## src/rtl/bp_pkg.sv

```systemverilog
// Shared definitions for the BTB-based branch predictor: index/tag sizing,
// direction counter encodings and the default-configuration entry layout.
package bp_pkg;

  function automatic int unsigned idx_bits(input int unsigned entries);
    return $clog2(entries);
  endfunction

  function automatic int unsigned tag_bits(input int unsigned xlen, input int unsigned entries);
    return xlen - $clog2(entries) - 2;
  endfunction

  // Weakly-not-taken / weakly-taken encodings for an arbitrary counter width.
  function automatic int unsigned ctr_wnt_of(input int unsigned bits);
    return (1 << (bits - 1)) - 1;
  endfunction

  function automatic int unsigned ctr_wt_of(input int unsigned bits);
    return 1 << (bits - 1);
  endfunction

  localparam int unsigned XLEN_DEF     = 32;
  localparam int unsigned ENTRIES_DEF  = 16;
  localparam int unsigned CTR_BITS_DEF = 2;
  localparam int unsigned TAG_BITS_DEF = XLEN_DEF - 4 - 2;

  localparam logic [CTR_BITS_DEF-1:0] CTR_WNT = CTR_BITS_DEF'(ctr_wnt_of(CTR_BITS_DEF));
  localparam logic [CTR_BITS_DEF-1:0] CTR_WT  = CTR_BITS_DEF'(ctr_wt_of(CTR_BITS_DEF));

  typedef struct packed {
    logic                    valid;
    logic [TAG_BITS_DEF-1:0] tag;
    logic [XLEN_DEF-1:0]     target;
    logic [CTR_BITS_DEF-1:0] ctr;
  } bp_entry_t;

endpackage

```

## src/rtl/bp_sat_ctr.sv

```systemverilog
// Next-state logic for one saturating direction counter.
module bp_sat_ctr
  import bp_pkg::*;
#(
  parameter int unsigned CTR_BITS = 2
) (
  input  logic [CTR_BITS-1:0] i_cur,
  input  logic                i_inc,
  input  logic                i_dec,
  input  logic                i_set_max,
  input  logic                i_set_init,
  output logic [CTR_BITS-1:0] o_nxt
);

  localparam logic [CTR_BITS-1:0] CtrMax  = '1;
  localparam logic [CTR_BITS-1:0] CtrZero = '0;
  localparam logic [CTR_BITS-1:0] CtrInit = CTR_BITS'(ctr_wt_of(CTR_BITS));
  localparam logic [CTR_BITS-1:0] CtrOne  = CTR_BITS'(1);

  always_comb begin
    o_nxt = i_cur;
    if (i_set_max) begin
      o_nxt = CtrMax;
    end else if (i_set_init) begin
      o_nxt = CtrInit;
    end else if (i_inc && (i_cur != CtrMax)) begin
      o_nxt = i_cur + CtrOne;
    end else if (i_dec && (i_cur != CtrZero)) begin
      o_nxt = i_cur - CtrOne;
    end
  end

endmodule

```

## src/rtl/branch_predictor.sv

```systemverilog
// Direct-mapped BTB with per-entry saturating direction counters: combinational
// lookup for IF, write-back and misprediction detection for ID.
module branch_predictor
  import bp_pkg::*;
#(
  parameter int unsigned XLEN      = 32,
  parameter int unsigned ENTRIES   = 16,
  parameter int unsigned CTR_BITS  = 2,
  parameter int unsigned STAT_BITS = 32
) (
  input  logic                 clk,
  input  logic                 rst,
  input  logic                 i_flush_all,
  input  logic [XLEN-1:0]      i_if_pc,
  output logic                 o_pred_hit,
  output logic                 o_pred_taken,
  output logic [XLEN-1:0]      o_pred_target,
  input  logic                 i_upd_valid,
  input  logic [XLEN-1:0]      i_upd_pc,
  input  logic                 i_upd_is_jump,
  input  logic                 i_upd_taken,
  input  logic [XLEN-1:0]      i_upd_target,
  input  logic                 i_upd_pred_taken,
  input  logic [XLEN-1:0]      i_upd_pred_target,
  output logic                 o_mispredict,
  output logic [XLEN-1:0]      o_redirect_pc,
  output logic [STAT_BITS-1:0] o_stat_branches,
  output logic [STAT_BITS-1:0] o_stat_mispredicts
);

  localparam int unsigned IDX_BITS = idx_bits(ENTRIES);
  localparam int unsigned TAG_BITS = tag_bits(XLEN, ENTRIES);

  localparam logic [XLEN-1:0]      PcInc   = XLEN'(4);
  localparam logic [CTR_BITS-1:0]  CtrRst  = CTR_BITS'(ctr_wnt_of(CTR_BITS));
  localparam logic [STAT_BITS-1:0] StatMax = '1;
  localparam logic [STAT_BITS-1:0] StatOne = STAT_BITS'(1);

  typedef struct packed {
    logic                valid;
    logic [TAG_BITS-1:0] tag;
    logic [XLEN-1:0]     target;
    logic [CTR_BITS-1:0] ctr;
  } entry_t;

  entry_t               r_tbl [ENTRIES];
  logic [STAT_BITS-1:0] r_stat_br;
  logic [STAT_BITS-1:0] r_stat_mis;

  logic [IDX_BITS-1:0] w_if_idx;
  logic [TAG_BITS-1:0] w_if_tag;
  entry_t              w_if_ent;

  assign w_if_idx = i_if_pc[IDX_BITS+1:2];
  assign w_if_tag = i_if_pc[XLEN-1:IDX_BITS+2];
  assign w_if_ent = r_tbl[w_if_idx];

  assign o_pred_hit    = w_if_ent.valid && (w_if_ent.tag == w_if_tag);
  assign o_pred_taken  = o_pred_hit && w_if_ent.ctr[CTR_BITS-1];
  assign o_pred_target = o_pred_taken ? w_if_ent.target : i_if_pc + PcInc;

  logic [IDX_BITS-1:0] w_upd_idx;
  logic [TAG_BITS-1:0] w_upd_tag;
  entry_t              w_upd_ent;
  logic                w_upd_hit;
  logic                w_taken;
  logic                w_wr_en;
  logic [CTR_BITS-1:0] w_ctr_cur;
  logic [CTR_BITS-1:0] w_ctr_nxt;

  assign w_upd_idx = i_upd_pc[IDX_BITS+1:2];
  assign w_upd_tag = i_upd_pc[XLEN-1:IDX_BITS+2];
  assign w_upd_ent = r_tbl[w_upd_idx];
  assign w_upd_hit = w_upd_ent.valid && (w_upd_ent.tag == w_upd_tag);
  // Jumps are always taken regardless of what the core drives on upd_taken.
  assign w_taken   = i_upd_taken || i_upd_is_jump;

  assign o_mispredict  = i_upd_valid &&
                         ((w_taken != i_upd_pred_taken) ||
                          (w_taken && (i_upd_target != i_upd_pred_target)));
  assign o_redirect_pc = w_taken ? i_upd_target : i_upd_pc + PcInc;

  // A not-taken miss leaves the table alone; a flush suppresses any write.
  assign w_wr_en   = i_upd_valid && !i_flush_all && (w_upd_hit || w_taken);
  assign w_ctr_cur = w_upd_hit ? w_upd_ent.ctr : CtrRst;

  bp_sat_ctr #(
    .CTR_BITS (CTR_BITS)
  ) u_sat_ctr (
    .i_cur      (w_ctr_cur),
    .i_inc      (w_upd_hit && w_taken),
    .i_dec      (w_upd_hit && !w_taken),
    .i_set_max  (i_upd_is_jump),
    .i_set_init (!w_upd_hit && !i_upd_is_jump),
    .o_nxt      (w_ctr_nxt)
  );

  always_ff @(posedge clk or posedge rst) begin
    if (rst) begin
      for (int unsigned i = 0; i < ENTRIES; i++) begin
        r_tbl[i].valid  <= 1'b0;
        r_tbl[i].tag    <= '0;
        r_tbl[i].target <= '0;
        r_tbl[i].ctr    <= CtrRst;
      end
      r_stat_br  <= '0;
      r_stat_mis <= '0;
    end else begin
      if (i_flush_all) begin
        for (int unsigned i = 0; i < ENTRIES; i++) begin
          r_tbl[i].valid <= 1'b0;
        end
      end else if (w_wr_en) begin
        r_tbl[w_upd_idx].valid  <= 1'b1;
        r_tbl[w_upd_idx].tag    <= w_upd_tag;
        r_tbl[w_upd_idx].target <= w_taken ? i_upd_target : w_upd_ent.target;
        r_tbl[w_upd_idx].ctr    <= w_ctr_nxt;
      end
      if (i_upd_valid && (r_stat_br != StatMax)) begin
        r_stat_br <= r_stat_br + StatOne;
      end
      if (o_mispredict && (r_stat_mis != StatMax)) begin
        r_stat_mis <= r_stat_mis + StatOne;
      end
    end
  end

  assign o_stat_branches    = r_stat_br;
  assign o_stat_mispredicts = r_stat_mis;

endmodule

```

## config.mk

```make
export PLATFORM = sky130hd
export DESIGN_NAME = branch_predictor
export DESIGN_NICKNAME = d
export VERILOG_FILES = /design/src/rtl/bp_pkg.sv /design/src/rtl/bp_sat_ctr.sv /design/src/rtl/branch_predictor.sv
export SDC_FILE = /design/constraint.sdc
export NUM_CORES = 2
export LEC_CHECK = 0
export CAP_MARGIN = 20
export CORE_MARGIN = 3
export CORE_UTILIZATION = 65
export DETAILED_ROUTE_END_ITERATION = 8
export GPL_ROUTABILITY_DRIVEN = 1
export GPL_TIMING_DRIVEN = 1
export PLACE_DENSITY = 0.95
export SYNTH_ARGS = -nofsm -noshare
export SYNTH_HDL_FRONTEND = slang
export SYNTH_SLANG_ARGS = --single-unit
```

## constraint.sdc

```tcl
create_clock -name clk -period 53.1 [get_ports clk]
set_input_delay 7.965 -clock clk [delete_from_list [all_inputs] [get_ports clk]]
set_output_delay 7.965 -clock clk [all_outputs]
set_load 0.005 [all_outputs]
```

==> flow_summary.toml <==
[setup_path]
r2r-end = "r_tbl[664]"
crit_family = "buffers and inverters"
crit_required_ns = 45.14
r2r_slack_ns = 46.95
start_kind = "primary input"
critPathMaxFanout = 75
critPathSlowestCell = "buf_4"
regToRegStartpoint = "r_tbl[291]"
crit_type = "primary input to output pin"
endpoint = "o_pred_target[21]"
reg2reg_depth = 10
cp.depth = 12
crit_start = "i_if_pc[3]"
worst-path-buf-inv = 5
cp-end-kind = "output pin"
worstPathArrival_ns = 13.89
worstPathCellList = "buf_8 > buf_4 > buf_4 > mux4_2 > mux4_2 > xnor2_1 > nand4_1 > nor4b_1 > and3_2 > buf_16 > mux2_1 > clkdlybuf4s50_1"
critPathMaxStageDelay_ns = 0.95

[logic_synthesis]
yosysUniqueCellTypes = 76
postSynthAreaPerCell_um2 = 14.1
synth_fp_nets = 4240
syn-cell-area_mm2 = 0.0576
synth_edf_count = 0
ys_seq_area_share_pct = 45.2
ys.flop_type = "dfrtp_1"
yosys_warnings = 0
syn_inst = 4096
synth_async_sr_flop_share_pct = 100
ys_ff_latch = 1040

[timing]
worstMarginPinSlew_ns = 1.37
report.final.setup_viol = 0
hold_viol = 0
relSlewSlack_pct = 8.36
maxSlewViolCount = 0
min_period_ns = 21.85
rsz0062_at_grt = "false"
post-route-period-util_pct = 41.2
clock-skew-final_ns = 0.0602
tns_ns = 0
timing.final.ws_setup_ns = 31.25
clock.fmax_ghz = 0.0458

[detailed_routing]
ant_nets = 0
routed_wl_um = 204000
drcViolationCount = 24
via_per_inst = 8.28
first_pass_iters = 9
first_iter_violations = 8435
num_vias = 45034
wl_per_cell_um = 37.5

[job]
maxCapViolations = 0

[clock_network]
clock_path_buffers = 3
cts.sinks = 1040
ctsHoldBuffers = 0
cts_inserted_buffers = 106
ctsHtreeMaxLevel = 3
cts_tree = "built"
ctsResizeCount = 0
cts-root-buf = "clkbuf_16"
cts_setup_buffers = 0
path_clk_slew_ns = 0.06
worstSkewPairLatency_ns = 0.73

[power]
power_w = 0.00247
p_leak_nw = 27.2
powerDensity_mw_per_mm2 = 38.1
irDropWorstVdd_mv = 0.0328

[cells_and_area]
final_cell_mix = "1,024 x dfrtp_1, 544 x mux4_2, 257 x mux2_1, 257 x clkdlybuf4s50_1, 256 x o22a_1"
layout-drive-gt1-share_pct = 26.9
nets = 4317
final_common_cell = "dfrtp_1"
area_growth_pct = 12.4

[outcome]
status = "finished, violations left"
violations = "design-rule violations"

[placement]
dp_slack_ns = 31.39
dp_hpwl_um = 119000
io_buffer_count = 265
gp_congestion = 1.01

[floorplanning]
rows = 108
die_area_mm2 = 0.0923
start_util_pct = 66.0
core-area_mm2 = 0.0873
die_height_um = 304
die_w_um = 304
ios = 266

[global_route]
grt_usage_pct = 43.6
grt_pass1_vias = 46802
grt_pass1_wl_um = 301000
grt-ovfl-total = 0
grt_max_degree = 184
antenna_found_initial = 28

[min_path]
holdCritPathClass = "register to register"
whs_path_depth = 1
[cells in the mapped netlist (all sizes together) (26+ instances only)]
| cell type | instances | share of area (%) |
|---|---|---|
| inv | 40 | 0.26 |
| mux2i | 66 | 1.1 |
| o2bb2ai | 210 | 3.2 |
| o22a | 256 | 3.9 |
| buf | 233 | 2.3 |
| nand3 | 115 | 1.0 |
| xor2 | 92 | 1.4 |
| clkbuf | 142 | 0.92 |
| nor2b | 26 | 0.28 |
| and3 | 27 | 0.29 |
| nand2 | 247 | 1.6 |
| dfrtp | 1024 | 44 |
| o21ai | 63 | 0.63 |
| nor2 | 65 | 0.43 |
| a21oi | 42 | 0.48 |
| mux4 | 544 | 21 |
| xnor2 | 110 | 1.7 |
| nand4 | 32 | 0.36 |
| mux2 | 523 | 11 |
[kinds of logic (layout without fill, tap and decap cells)]
| logic type | Yosys count | count (layout) | share of synthesized area [%] |
|---|---|---|---|
| other | 0 | 19 | 0 |
| buffers and inverters | 417 | 587 | 3.54 |
| AND/OR/NAND/NOR | 612 | 612 | 5.15 |
| XOR/XNOR | 202 | 202 | 3.07 |
| multiplexers | 1133 | 1133 | 33.0 |
| flip-flops | 1040 | 1040 | 45.2 |
| adder cells (fa/ha/maj) | 9 | 9 | 0.195 |
| AO/OA/AOI/OAI | 683 | 683 | 9.82 |
[worst min path at each step]
| stage | start | to | slack (ns) |
|---|---|---|---|
| 4_1_cts | r_tbl[60] | r_tbl[60] | 0.50 |
| 3_5_place_dp | r_tbl[854] | r_tbl[854] | 0.48 |
| 2_1_floorplan | r_tbl[793] | r_tbl[793] | 0.45 |
| 5_1_grt | r_tbl[854] | r_tbl[854] | 0.51 |
| 6_report | o_stat_branches[19] | o_stat_branches[19] | 0.50 |
| 3_3_place_gp | r_tbl[854] | r_tbl[854] | 0.46 |
[power breakdown]
group / switching, W / internal (W) / total [W] / leakage (nW)
clock: 0.000351 / 0.000499 / 0.000850 / 1.94
combinational: 0.000239 / 0.000299 / 0.000537 / 11.8
sequential: 0.000143 / 0.000939 / 0.00108 / 13.4
total: 0.000732 / 0.00174 / 0.00247 / 27.2
[metrics by stage]
stage                     area, um2  util [%]  cells  hold slack (ns)
final                         64800      74.2   5440            0.496
after global routing          64700      74.1   5428            0.509
after CTS                     64600      74.0   5416            0.497
after detailed placement      60600      69.4   5215            0.477
after global placement        60600      69.4   5215            0.459
after floorplan               57600         -   4096            0.448
[metal layers]
metal / vias to the layer above / part of all wire [%] / routed length [um] / GRT usage, %
met4: 34 / 9.2 / 18700 / 30.6
met1: 22246 / 30 / 62300 / 50.5
li1: 16161 / - / - / -
met2: 4978 / 43 / 87400 / 61.6
met5: - / 0.33 / 678 / 3.15
met3: 1615 / 17 / 35200 / 23.8
[layout make-up]
cell class	instances	area [um2]
antenna	19	47.5
fill	4753	22500
tap	1155	1450
timing repair buffer	344	3400
clock inverter	67	1000
clock buffer	134	2980
sequential	1040	26000
inverter	42	168
multi-input combinational	2639	29700
[state kept, by name (all words and copies together) (netlist names)]
signal	flops
o_stat_mispredicts	32
r_tbl	976
o_stat_branches	32
No activity file was read; power rests on OpenSTA's default activity.
